$ cat src/rtl/cpu_pkg.sv
// ----------------------------------------------------------------------------
// cpu_pkg
// Shared definitions for the fetch front end: the default address width used
// by the program counter, fetch and register stages, and the program-counter
// opcode encodings driven by the control unit.
// ----------------------------------------------------------------------------
package cpu_pkg;

    // Default address / data width shared by the fetch path stages.
    localparam int PC_WIDTH = 8;

    // Program-counter operation select. Encodings 6 and 7 are unused and
    // behave as HOLD.
    localparam logic [2:0] PC_HOLD   = 3'd0;
    localparam logic [2:0] PC_INC    = 3'd1;
    localparam logic [2:0] PC_JUMP   = 3'd2;
    localparam logic [2:0] PC_CALL   = 3'd3;
    localparam logic [2:0] PC_RET    = 3'd4;
    localparam logic [2:0] PC_BRANCH = 3'd5;

endpackage

$ cat src/rtl/register_ce.sv
// ----------------------------------------------------------------------------
// register_ce
// WIDTH-bit register with synchronous active-high clear and clock enable.
// Clear has priority over enable.
//
// Ports:
//   clk_i   rising-edge clock
//   srst_i  synchronous clear, loads zero
//   en_i    clock enable; register holds when low
//   d_i     next value
//   q_o     registered value
// ----------------------------------------------------------------------------
module register_ce #(
    parameter int WIDTH = cpu_pkg::PC_WIDTH
) (
    input  logic             clk_i,
    input  logic             srst_i,
    input  logic             en_i,
    input  logic [WIDTH-1:0] d_i,
    output logic [WIDTH-1:0] q_o
);

    logic [WIDTH-1:0] data_q;

    always_ff @(posedge clk_i) begin
        if (srst_i) begin
            data_q <= '0;
        end else if (en_i) begin
            data_q <= d_i;
        end
    end

    assign q_o = data_q;

endmodule

$ cat src/rtl/program_counter.sv
// ----------------------------------------------------------------------------
// program_counter
// Program counter with a small LIFO return-address stack. One operation per
// enabled clock edge: HOLD, INC, JUMP, CALL, RET, BRANCH (opcodes 6/7 hold).
//
// Ports:
//   clock        rising-edge clock
//   clear        synchronous active-high reset (highest priority)
//   enable       clock enable; all state holds when low
//   op           operation select (cpu_pkg::PC_*)
//   target       absolute address (JUMP/CALL) or signed offset (BRANCH)
//   pc           current program address (registered)
//   stack_full   stack holds STACK_DEPTH entries (decode of count)
//   stack_empty  stack holds no entries (decode of count)
//   fault        sticky overflow/underflow flag, cleared only by clear
// ----------------------------------------------------------------------------
module program_counter
    import cpu_pkg::*;
#(
    parameter int WIDTH       = PC_WIDTH,
    parameter int STACK_DEPTH = 4          // power of two, 2..16
) (
    input  logic             clock,
    input  logic             clear,
    input  logic             enable,
    input  logic [2:0]       op,
    input  logic [WIDTH-1:0] target,
    output logic [WIDTH-1:0] pc,
    output logic             stack_full,
    output logic             stack_empty,
    output logic             fault
);

    localparam int IDX_W = $clog2(STACK_DEPTH);
    localparam int CNT_W = $clog2(STACK_DEPTH + 1);

    logic [WIDTH-1:0] pc_q;
    logic [WIDTH-1:0] pc_d;
    logic [WIDTH-1:0] pc_plus1;
    logic [WIDTH-1:0] stack_q [STACK_DEPTH];

    logic [CNT_W-1:0] cnt_q;
    logic [CNT_W-1:0] cnt_d;
    logic             fault_q;
    logic             fault_d;

    logic             full;
    logic             empty;
    logic             push;
    logic             pop;
    logic [IDX_W-1:0] push_idx;
    logic [IDX_W-1:0] pop_idx;

    assign full     = (cnt_q == CNT_W'(STACK_DEPTH));
    assign empty    = (cnt_q == '0);
    assign pc_plus1 = pc_q + 1'b1;

    // count never exceeds STACK_DEPTH-1 when a push happens and is never zero
    // when a pop happens, so truncating to the index width is exact.
    assign push_idx = IDX_W'(cnt_q);
    assign pop_idx  = IDX_W'(cnt_q - 1'b1);

    assign push = enable && (op == PC_CALL) && !full;
    assign pop  = enable && (op == PC_RET)  && !empty;

    // Next-pc multiplexer. The pc register is enabled by `enable` alone;
    // HOLD and failed CALL/RET simply reload the current value.
    always_comb begin
        pc_d = pc_q;
        case (op)
            PC_INC:    pc_d = pc_plus1;
            PC_JUMP:   pc_d = target;
            PC_CALL:   pc_d = full  ? pc_q : target;
            PC_RET:    pc_d = empty ? pc_q : stack_q[pop_idx];
            // Sign extension to WIDTH bits is the identity, so a plain
            // modular add of the offset gives pc + sign_extend(target).
            PC_BRANCH: pc_d = pc_q + target;
            default:   pc_d = pc_q;
        endcase
    end

    always_comb begin
        cnt_d   = cnt_q;
        fault_d = fault_q;
        if (push) begin
            cnt_d = cnt_q + 1'b1;
        end else if (pop) begin
            cnt_d = cnt_q - 1'b1;
        end
        if (enable && (((op == PC_CALL) && full) || ((op == PC_RET) && empty))) begin
            fault_d = 1'b1;
        end
    end

    always_ff @(posedge clock) begin
        if (clear) begin
            cnt_q   <= '0;
            fault_q <= 1'b0;
        end else begin
            cnt_q   <= cnt_d;
            fault_q <= fault_d;
        end
    end

    register_ce #(.WIDTH(WIDTH)) u_pc_reg (
        .clk_i  (clock),
        .srst_i (clear),
        .en_i   (enable),
        .d_i    (pc_d),
        .q_o    (pc_q)
    );

    // Return-address entries; popped entries are left as-is.
    generate
        for (genvar gi = 0; gi < STACK_DEPTH; gi++) begin : g_stack
            register_ce #(.WIDTH(WIDTH)) u_entry (
                .clk_i  (clock),
                .srst_i (clear),
                .en_i   (push && (push_idx == IDX_W'(gi))),
                .d_i    (pc_plus1),
                .q_o    (stack_q[gi])
            );
        end
    endgenerate

    assign pc          = pc_q;
    assign stack_full  = full;
    assign stack_empty = empty;
    assign fault       = fault_q;

endmodule

$ cat config.mk
export PLATFORM = sky130hd
export DESIGN_NAME = program_counter
export DESIGN_NICKNAME = d
export VERILOG_FILES = /design/src/rtl/cpu_pkg.sv /design/src/rtl/register_ce.sv /design/src/rtl/program_counter.sv
export SDC_FILE = /design/constraint.sdc
export NUM_CORES = 1
export LEC_CHECK = 0
export BUFFER_PORTS_ARGS = -buffer_cell sky130_fd_sc_hd__buf_2
export CELL_PAD_IN_SITES_DETAIL_PLACEMENT = 1
export CELL_PAD_IN_SITES_GLOBAL_PLACEMENT = 2
export CORE_MARGIN = 2
export CORE_UTILIZATION = 34
export DETAILED_ROUTE_END_ITERATION = 16
export GPL_ROUTABILITY_DRIVEN = 0
export PLACE_DENSITY_LB_ADDON = 0.1
export SLEW_MARGIN = 5
export SYNTH_ARGS = -nofsm -noshare
export SYNTH_HDL_FRONTEND = slang
export SYNTH_HIERARCHICAL = 1
export SYNTH_SLANG_ARGS = --single-unit
$ cat constraint.sdc
create_clock -name clock -period 2.2 [get_ports clock]
set_input_delay 0.22 -clock clock [delete_from_list [all_inputs] [get_ports clock]]
set_output_delay 0.22 -clock clock [all_outputs]
set_load 0.02 [all_outputs]
==> results of run 1 <==
==> metrics by stage <==
| stage | setup slack, ps | cell area, um2 | util, % | power (uW) |
|---|---|---|---|---|
| detailed placement | 58.9 | 3080 | 38.0 | 1160 |
| global route | -78.1 | 3220 | 39.8 | 1930 |
| finish | 77.6 | 3220 | 39.8 | 1820 |
| global placement | 93.5 | 3080 | 38.0 | 1160 |
| floorplan | 94.9 | 2790 | - | 1050 |
| CTS | 47.2 | 3200 | 39.5 | 1850 |
==> state kept, by name (all words and copies together) (netlist names) <==
name / count
g_stack.u_entry/q_o: 32
cnt_q: 3
u_pc_reg/q_o: 8
fault: 1
==> worst max-delay path, delay by kind of cell (launching register included) <==
family	cells	cell delay (ps)
multiplexers	1	150
flip-flops	1	330
adder cells (fa/ha/maj)	2	580
buffers and inverters	1	60
AND/OR/NAND/NOR	2	210
AO/OA/AOI/OAI	4	680
==> routing by layer <==
layer,vias up,GRT usage [%],routed length [um]
met2,27,30.6,3530
li1,1158,-,-
met5,-,0,0
met1,1139,24.5,3740
met4,0,3.99,49
met3,4,2.95,210
==> worst paths after layout <==
| check | end | cells after the start | startpoint | slack (ps) |
|---|---|---|---|---|
| setup / recovery | u_pc_reg/q_o[6] | 10 | u_pc_reg/q_o[0] | 80 |
| hold reg to reg | fault | 2 | fault | 480 |
| setup reg to reg | u_pc_reg/q_o[6] | 10 | u_pc_reg/q_o[0] | 80 |
| hold / removal | u_pc_reg/q_o[2] | 5 | target[2] | 440 |
==> power groups by stage <==
stage,Sequential (uW),Combinational [uW],Clock [uW]
5_1_grt,825,365,744
3_5_place_dp,840,321,0
4_1_cts,822,322,706
6_report,821,328,676
2_1_floorplan,860,192,0
3_3_place_gp,840,322,0
==> layout make-up <==
cell class | instances | area (um2) | share of cell area (%)
inverters | 11 | 41.3 | 1.28
clock buffers | 6 | 82.6 | 2.56
repair buffers | 45 | 278 | 8.61
multi-input cells | 228 | 1770 | 54.9
clock inverters | 2 | 38.8 | 1.20
flip-flops and latches | 44 | 882 | 27.4
well taps | 105 | 131 | 4.07
==> logic make-up (layout without fill, tap and decap cells) <==
logic type / after synthesis / after routing / synth area share [%]
AND/OR/NAND/NOR: 104 / 104 / 17.5
AO/OA/AOI/OAI: 54 / 54 / 14.2
XOR/XNOR: 8 / 8 / 2.51
buffers and inverters: 29 / 64 / 6.05
multiplexers: 48 / 48 / 21.7
flip-flops: 44 / 44 / 31.5
adder cells (fa/ha/maj): 14 / 14 / 6.54
==> repair_timing <==
action                                  in CTS  in global routing
hold endpoints to repair                     0                  0
gates resized for setup                      0                  7
buffers inserted                             0                  0
endpoints found under the setup margin       0                  4
==> layout by cell type (no fill, tap or decap), drive strengths merged, types with 5 or more instances in the layout <==
cell     n
clkbuf   6
a21oi   15
xnor2    5
dfxtp   44
and2     5
inv     11
a32oi    5
mux4     8
mux2i   40
ha      13
o21ai    6
nand2    7
nor2    59
nand3    8
buf     45
nand2b   5
==> results.ini, run 1 <==
[outcome]
status=complete, no violations

[sta]
setup-tns-final_ps=0
hold_slack_ps=437
fmax_mhz=471
worst_clock_skew_ps=7.09
slew_headroom_pct=62.1
worst_pin_slew_ps=568
timing.final.crit_share_pct=96.5
setup_violations=0
post-route-min-period_ps=2120
drv_slew=0
hold_viol_final=0

[cts]
clock_sinks=44
cts_tree=yes
cts_htree_levels=2
clk_latency_ps=300
clkTransAtPathRegs_ps=90
clockBufferDepth=2
cts_made_buffers=5
clockRootBuffer=clkbuf_8
cts_hold_buf=0

[route]
routed_wl_um=7530
drtAntennaViolNets=0
route.detailed.drc=0
drtPass1Iterations=4
routed_via_density=5.28
via_count=2328
drt_iter0_drc=85
routedWlPerCell_um=17.1

[global_routing]
grt_pass1_wl_um=12500
grt_max_degree=45
gr-total-overflow=0
track_usage_pct=18.2
grt_antenna_before_repair=0
grt_pass1_vias=2401

[synthesis]
synth.largest_area_cell=dfxtp_1
synthArstFlopShare_pct=0
synth_enable_flop_cells=0
ys_warn_count=6
synth_top_area_share_pct=31.5
avgSynthCellArea_um2=9.28
syn_inst=301
yosysMostFrequentCell=nor2_1
syn_nets=329
synth.yosys.seq_area_share_pct=31.5
netlist_area_um2=2790
ys_top_cells_by_area=dfxtp_1 32%, mux2i_1 14%, nor2_1 7.9%
synthFlopType=dfxtp_1
ys_top_cells_by_count=59 x nor2_1, 44 x dfxtp_1, 40 x mux2i_1
ys_ff_latch=44
ys_types=55

[layout]
final_cell_count_no_fill=441
drive_gt1_share_pct=19.0
n_antenna_cell=0
nNetsFinal=363
area_growth_pct=15.5
fill_cells=971

[critical_path]
worstPathRequired_ps=2380
endpoint_kind=flip-flop
start_kind=flip-flop
cpMaxStageDelayCell=fa_1
path_cells=ha_1 > inv_1 > fa_1 > nor2b_2 > o31a_1 > o22ai_1 > a221oi_2 > a21oi_1 > mux2i_1 > nor2_1
arrival_ps=2300
critPathKind=flip-flop to flip-flop
path_max_fanout=3
cpPeakStageDelay_ps=410

[floorplanning]
die_h_um=94.6
core_um2=8090
row_count=33
initial_core_util_pct=34.5
io_pins=25
dieArea_um2=8950
die_x_um=94.6

[pwr]
swShare_pct=28.0
pwr-share-clk_pct=37.0
p_int_uw=1310
power_switching_uw=512
p_per_area_nw_per_um2=566
p_seq_share_pct=45.0
p_comb_share_pct=18.0
ir_worst_vdd_mv=0.303
p_leak_uw=0.00130

[place]
place_inst=433
io_buffers=24
place_hpwl_um=5550

[job]
drv_cap=0

[worst_hold_path]
hp-class=input pin to flip-flop

(Power assumes the default switching activity.)
==> inputs of run 2 (changes only) <==
--- a/config.mk
+++ b/config.mk
@@ -5,12 +5,12 @@
 export SDC_FILE = /design/constraint.sdc
 export NUM_CORES = 1
 export LEC_CHECK = 0
-export BUFFER_PORTS_ARGS = -buffer_cell sky130_fd_sc_hd__buf_2
 export CELL_PAD_IN_SITES_DETAIL_PLACEMENT = 1
 export CELL_PAD_IN_SITES_GLOBAL_PLACEMENT = 2
 export CORE_MARGIN = 2
-export CORE_UTILIZATION = 34
+export CORE_UTILIZATION = 35
 export DETAILED_ROUTE_END_ITERATION = 16
+export DONT_BUFFER_PORTS = 1
 export GPL_ROUTABILITY_DRIVEN = 0
 export PLACE_DENSITY_LB_ADDON = 0.1
 export SLEW_MARGIN = 5
==> constraint.sdc (replaced) <==
create_clock -name clock -period 2.2 [get_ports clock]
set_input_delay 0 -clock clock [delete_from_list [all_inputs] [get_ports clock]]
set_output_delay 0 -clock clock [all_outputs]
set_load 0.02 [all_outputs]
==> run 2 against run 1 <==
  * Cell area is 2.1% lower
  * Global-route usage is 0.40 points higher
  * Hold slack worse by 430 ps
  * Sequential power hardly changed
  * Clock power is 8.3% higher
  * Final cell count is 5.7% lower
  * Die area is 2.7% lower
  * Maximum frequency is 3.9% higher
  * Clock skew is 4.9 ps higher
  * Register-to-register slack better by 80 ps
  * Worst setup slack better by 79 ps
==> results.ini, run 2 (same netlist as run 1, synthesis figures left out) <==
[outcome]
status=complete, no violations  ; unchanged

[pwr]
p_leak_uw=0.00122  ; was 0.00130 uW
ir_worst_vdd_mv=0.299  ; was 0.303 mV
power_switching_uw=469  ; was 512 uW
p_comb_share_pct=15.8  ; was 18.0%
p_int_uw=1380  ; was 1310 uW
swShare_pct=25.3  ; was 28.0%
p_per_area_nw_per_um2=585  ; was 566 nW/um2
p_seq_share_pct=44.6  ; was 45.0%
pwr-share-clk_pct=39.6  ; was 37.0%

[critical_path]
arrival_ps=2230  ; was 2300 ps
cpMaxStageDelayCell=dfxtp_2  ; was fa_1
start_kind=flip-flop  ; unchanged
endpoint_kind=flip-flop  ; unchanged
path_cells=ha_4 > inv_1 > fa_2 > nor2b_2 > o31a_1 > o22ai_1 > a221oi_2 > a21oi_1 > mux2i_1 > nor2_1  ; was ha_1 > inv_1 > fa_1 > nor2b_2 > o31a_1 > o22ai_1 > a221oi_2 > a21oi_1 > mux2i_1 > nor2_1
r2r-start=u_pc_reg/q_o[0]  ; unchanged
worstPathRequired_ps=2390  ; was 2380 ps
r2r_end=u_pc_reg/q_o[6]  ; unchanged
rrSetupSlack_ps=160  ; was 80 ps
cpPeakStageDelay_ps=370  ; was 410 ps
critPathKind=flip-flop to flip-flop  ; unchanged
path_max_fanout=3  ; unchanged
reg2reg_depth=10  ; unchanged

[layout]
final_common_cell=nor2_1  ; unchanged
final_cell_mix=59 x nor2_1, 43 x dfxtp_1, 40 x mux2i_1, 21 x buf_4, 14 x a21oi_1  ; was 59 x nor2_1, 43 x dfxtp_1, 40 x mux2i_1, 24 x buf_2, 21 x buf_4
drive_gt1_share_pct=13.1  ; was 19.0%
n_antenna_cell=0  ; unchanged
nNetsFinal=342  ; was 363
stdcell_area_um2=3160  ; was 3220 um2
final_core_util_pct=40.9  ; was 39.8%
largest_reg_flops=32  ; unchanged
fill_cells=908  ; was 971
area_growth_pct=13.0  ; was 15.5%

[place]
place_hpwl_um=5510  ; was 5550 um
io_buffers=0  ; was 24
placed_area_um2=2940  ; was 3080 um2
pre_cts_ws_ps=39.0  ; was 58.9 ps

[route]
drtPass1Iterations=4  ; unchanged
route.detailed.drc=0  ; unchanged
drt_iter0_drc=57  ; was 85
via_count=2229  ; was 2328
routed_wl_um=7680  ; was 7530 um
routed_via_density=5.36  ; was 5.28
drtAntennaViolNets=0  ; unchanged
routedWlPerCell_um=18.5  ; was 17.1 um

[cts]
clockBufferDepth=2  ; unchanged
clkTransAtPathRegs_ps=90  ; about the same
clockRootBuffer=clkbuf_8  ; unchanged
cts_made_buffers=5  ; unchanged
clock_sinks=44  ; unchanged
cts_htree_levels=2  ; unchanged
clk_latency_ps=300  ; about the same
cts_tree=yes  ; unchanged

[sta]
fmax_mhz=489  ; was 471 MHz
post-route-min-period_ps=2040  ; was 2120 ps
drv_slew=0  ; unchanged
worst_clock_skew_ps=12.0  ; was 7.09 ps
fin_ws_ps=156  ; was 77.6 ps
setup_violations=0  ; unchanged
slew_headroom_pct=48.9  ; was 62.1%
timing.final.crit_share_pct=92.9  ; was 96.5%
hold_viol_final=0  ; unchanged
worst_pin_slew_ps=763  ; was 568 ps

[global_routing]
gr-total-overflow=0  ; unchanged
track_usage_pct=18.6  ; was 18.2%
grt_antenna_before_repair=0  ; unchanged
grt_pass1_vias=2325  ; was 2401
grt_pass1_wl_um=12600  ; was 12500 um
grt_max_degree=45  ; unchanged

[floorplanning]
die_h_um=93.3  ; was 94.6 um
die_x_um=93.3  ; was 94.6 um
io_pins=25  ; unchanged
row_count=32  ; was 33
initial_core_util_pct=36.1  ; was 34.5%
core_um2=7730  ; was 8090 um2
dieArea_um2=8710  ; was 8950 um2

[worst_hold_path]
min_to=cnt_q[2]  ; was u_pc_reg/q_o[2]
hp-class=input pin to flip-flop  ; unchanged
hold_path.startpoint=clear  ; was target[2]
hold_depth=2  ; was 5

[job]
drv_cap=0  ; unchanged

==> run 2: changes by cell type in the layout (fill, tap and decap cells not counted), sizes merged <==
cell | previous run | this run
buf | 45 | 22
bufinv | 1 | 2
clkbuf | 6 | 5
clkinv | 1 | 0
dlygate4sd3 | 0 | 2
==> run 2: worst max-delay path by stage <==
stage | start | endpoint
4_1_cts | u_pc_reg/q_o[0] | u_pc_reg/q_o[6]
5_1_grt | u_pc_reg/q_o[0] | u_pc_reg/q_o[4]
2_1_floorplan | u_pc_reg/q_o[2] | u_pc_reg/q_o[6]
3_3_place_gp | u_pc_reg/q_o[0] | u_pc_reg/q_o[6]
6_report | u_pc_reg/q_o[0] | u_pc_reg/q_o[6]
3_5_place_dp | u_pc_reg/q_o[0] | u_pc_reg/q_o[6]
==> run 2: what timing repair did <==
item,in CTS,in global routing
hold buffers,3,0
endpoints found under the hold margin,44,0
setup endpoints to repair,0,7
setup buffers,0,2
gates resized for setup,0,7
==> run 2: power by group through the flow <==
stage | Combinational, uW | Clock, uW | Sequential (uW)
floorplan | 192 | 0 | 860
global route | 326 | 786 | 826
detailed placement | 256 | 0 | 843
global placement | 255 | 0 | 842
CTS | 284 | 763 | 824
finish | 291 | 732 | 824
==> run 2: critical path, delay by kind of cell, from the launching register on <==
family,cells,cell delay [ps]
multiplexers,1,140
buffers and inverters,1,50
AND/OR/NAND/NOR,2,200
adder cells (fa/ha/maj),2,510
AO/OA/AOI/OAI,4,660
flip-flops,1,370
==> run 2: area by class of cell <==
cell class / count / area (um2) / share of cell area (%)
sequential: 44 / 882 / 27.9
tap: 102 / 128 / 4.04
inverter: 11 / 41.3 / 1.31
timing repair buffer: 24 / 198 / 6.26
clock inverter: 2 / 60.1 / 1.90
clock buffer: 5 / 68.8 / 2.18
multi-input combinational: 228 / 1780 / 56.4
==> run 2: per-stage QoR <==
step	setup TNS, ps	total power (uW)	hold slack, ps	std cells
floorplan	0	1050	69.1	301
global route	-3.72	1940	14.1	416
detailed placement	0	1100	75.0	404
global placement	0	1100	71.9	404
CTS	0	1870	1.64	414
finish	0	1850	7.02	416
==> run 2: metal layers <==
metal  up-vias  routed length (um)  GRT usage [%]
li1       1120                   -              -
met1      1085                3740           24.7
met2        22                3700           32.0
met3         2                 217           3.30
met4         0                  29           2.94
met5         -                   0              0
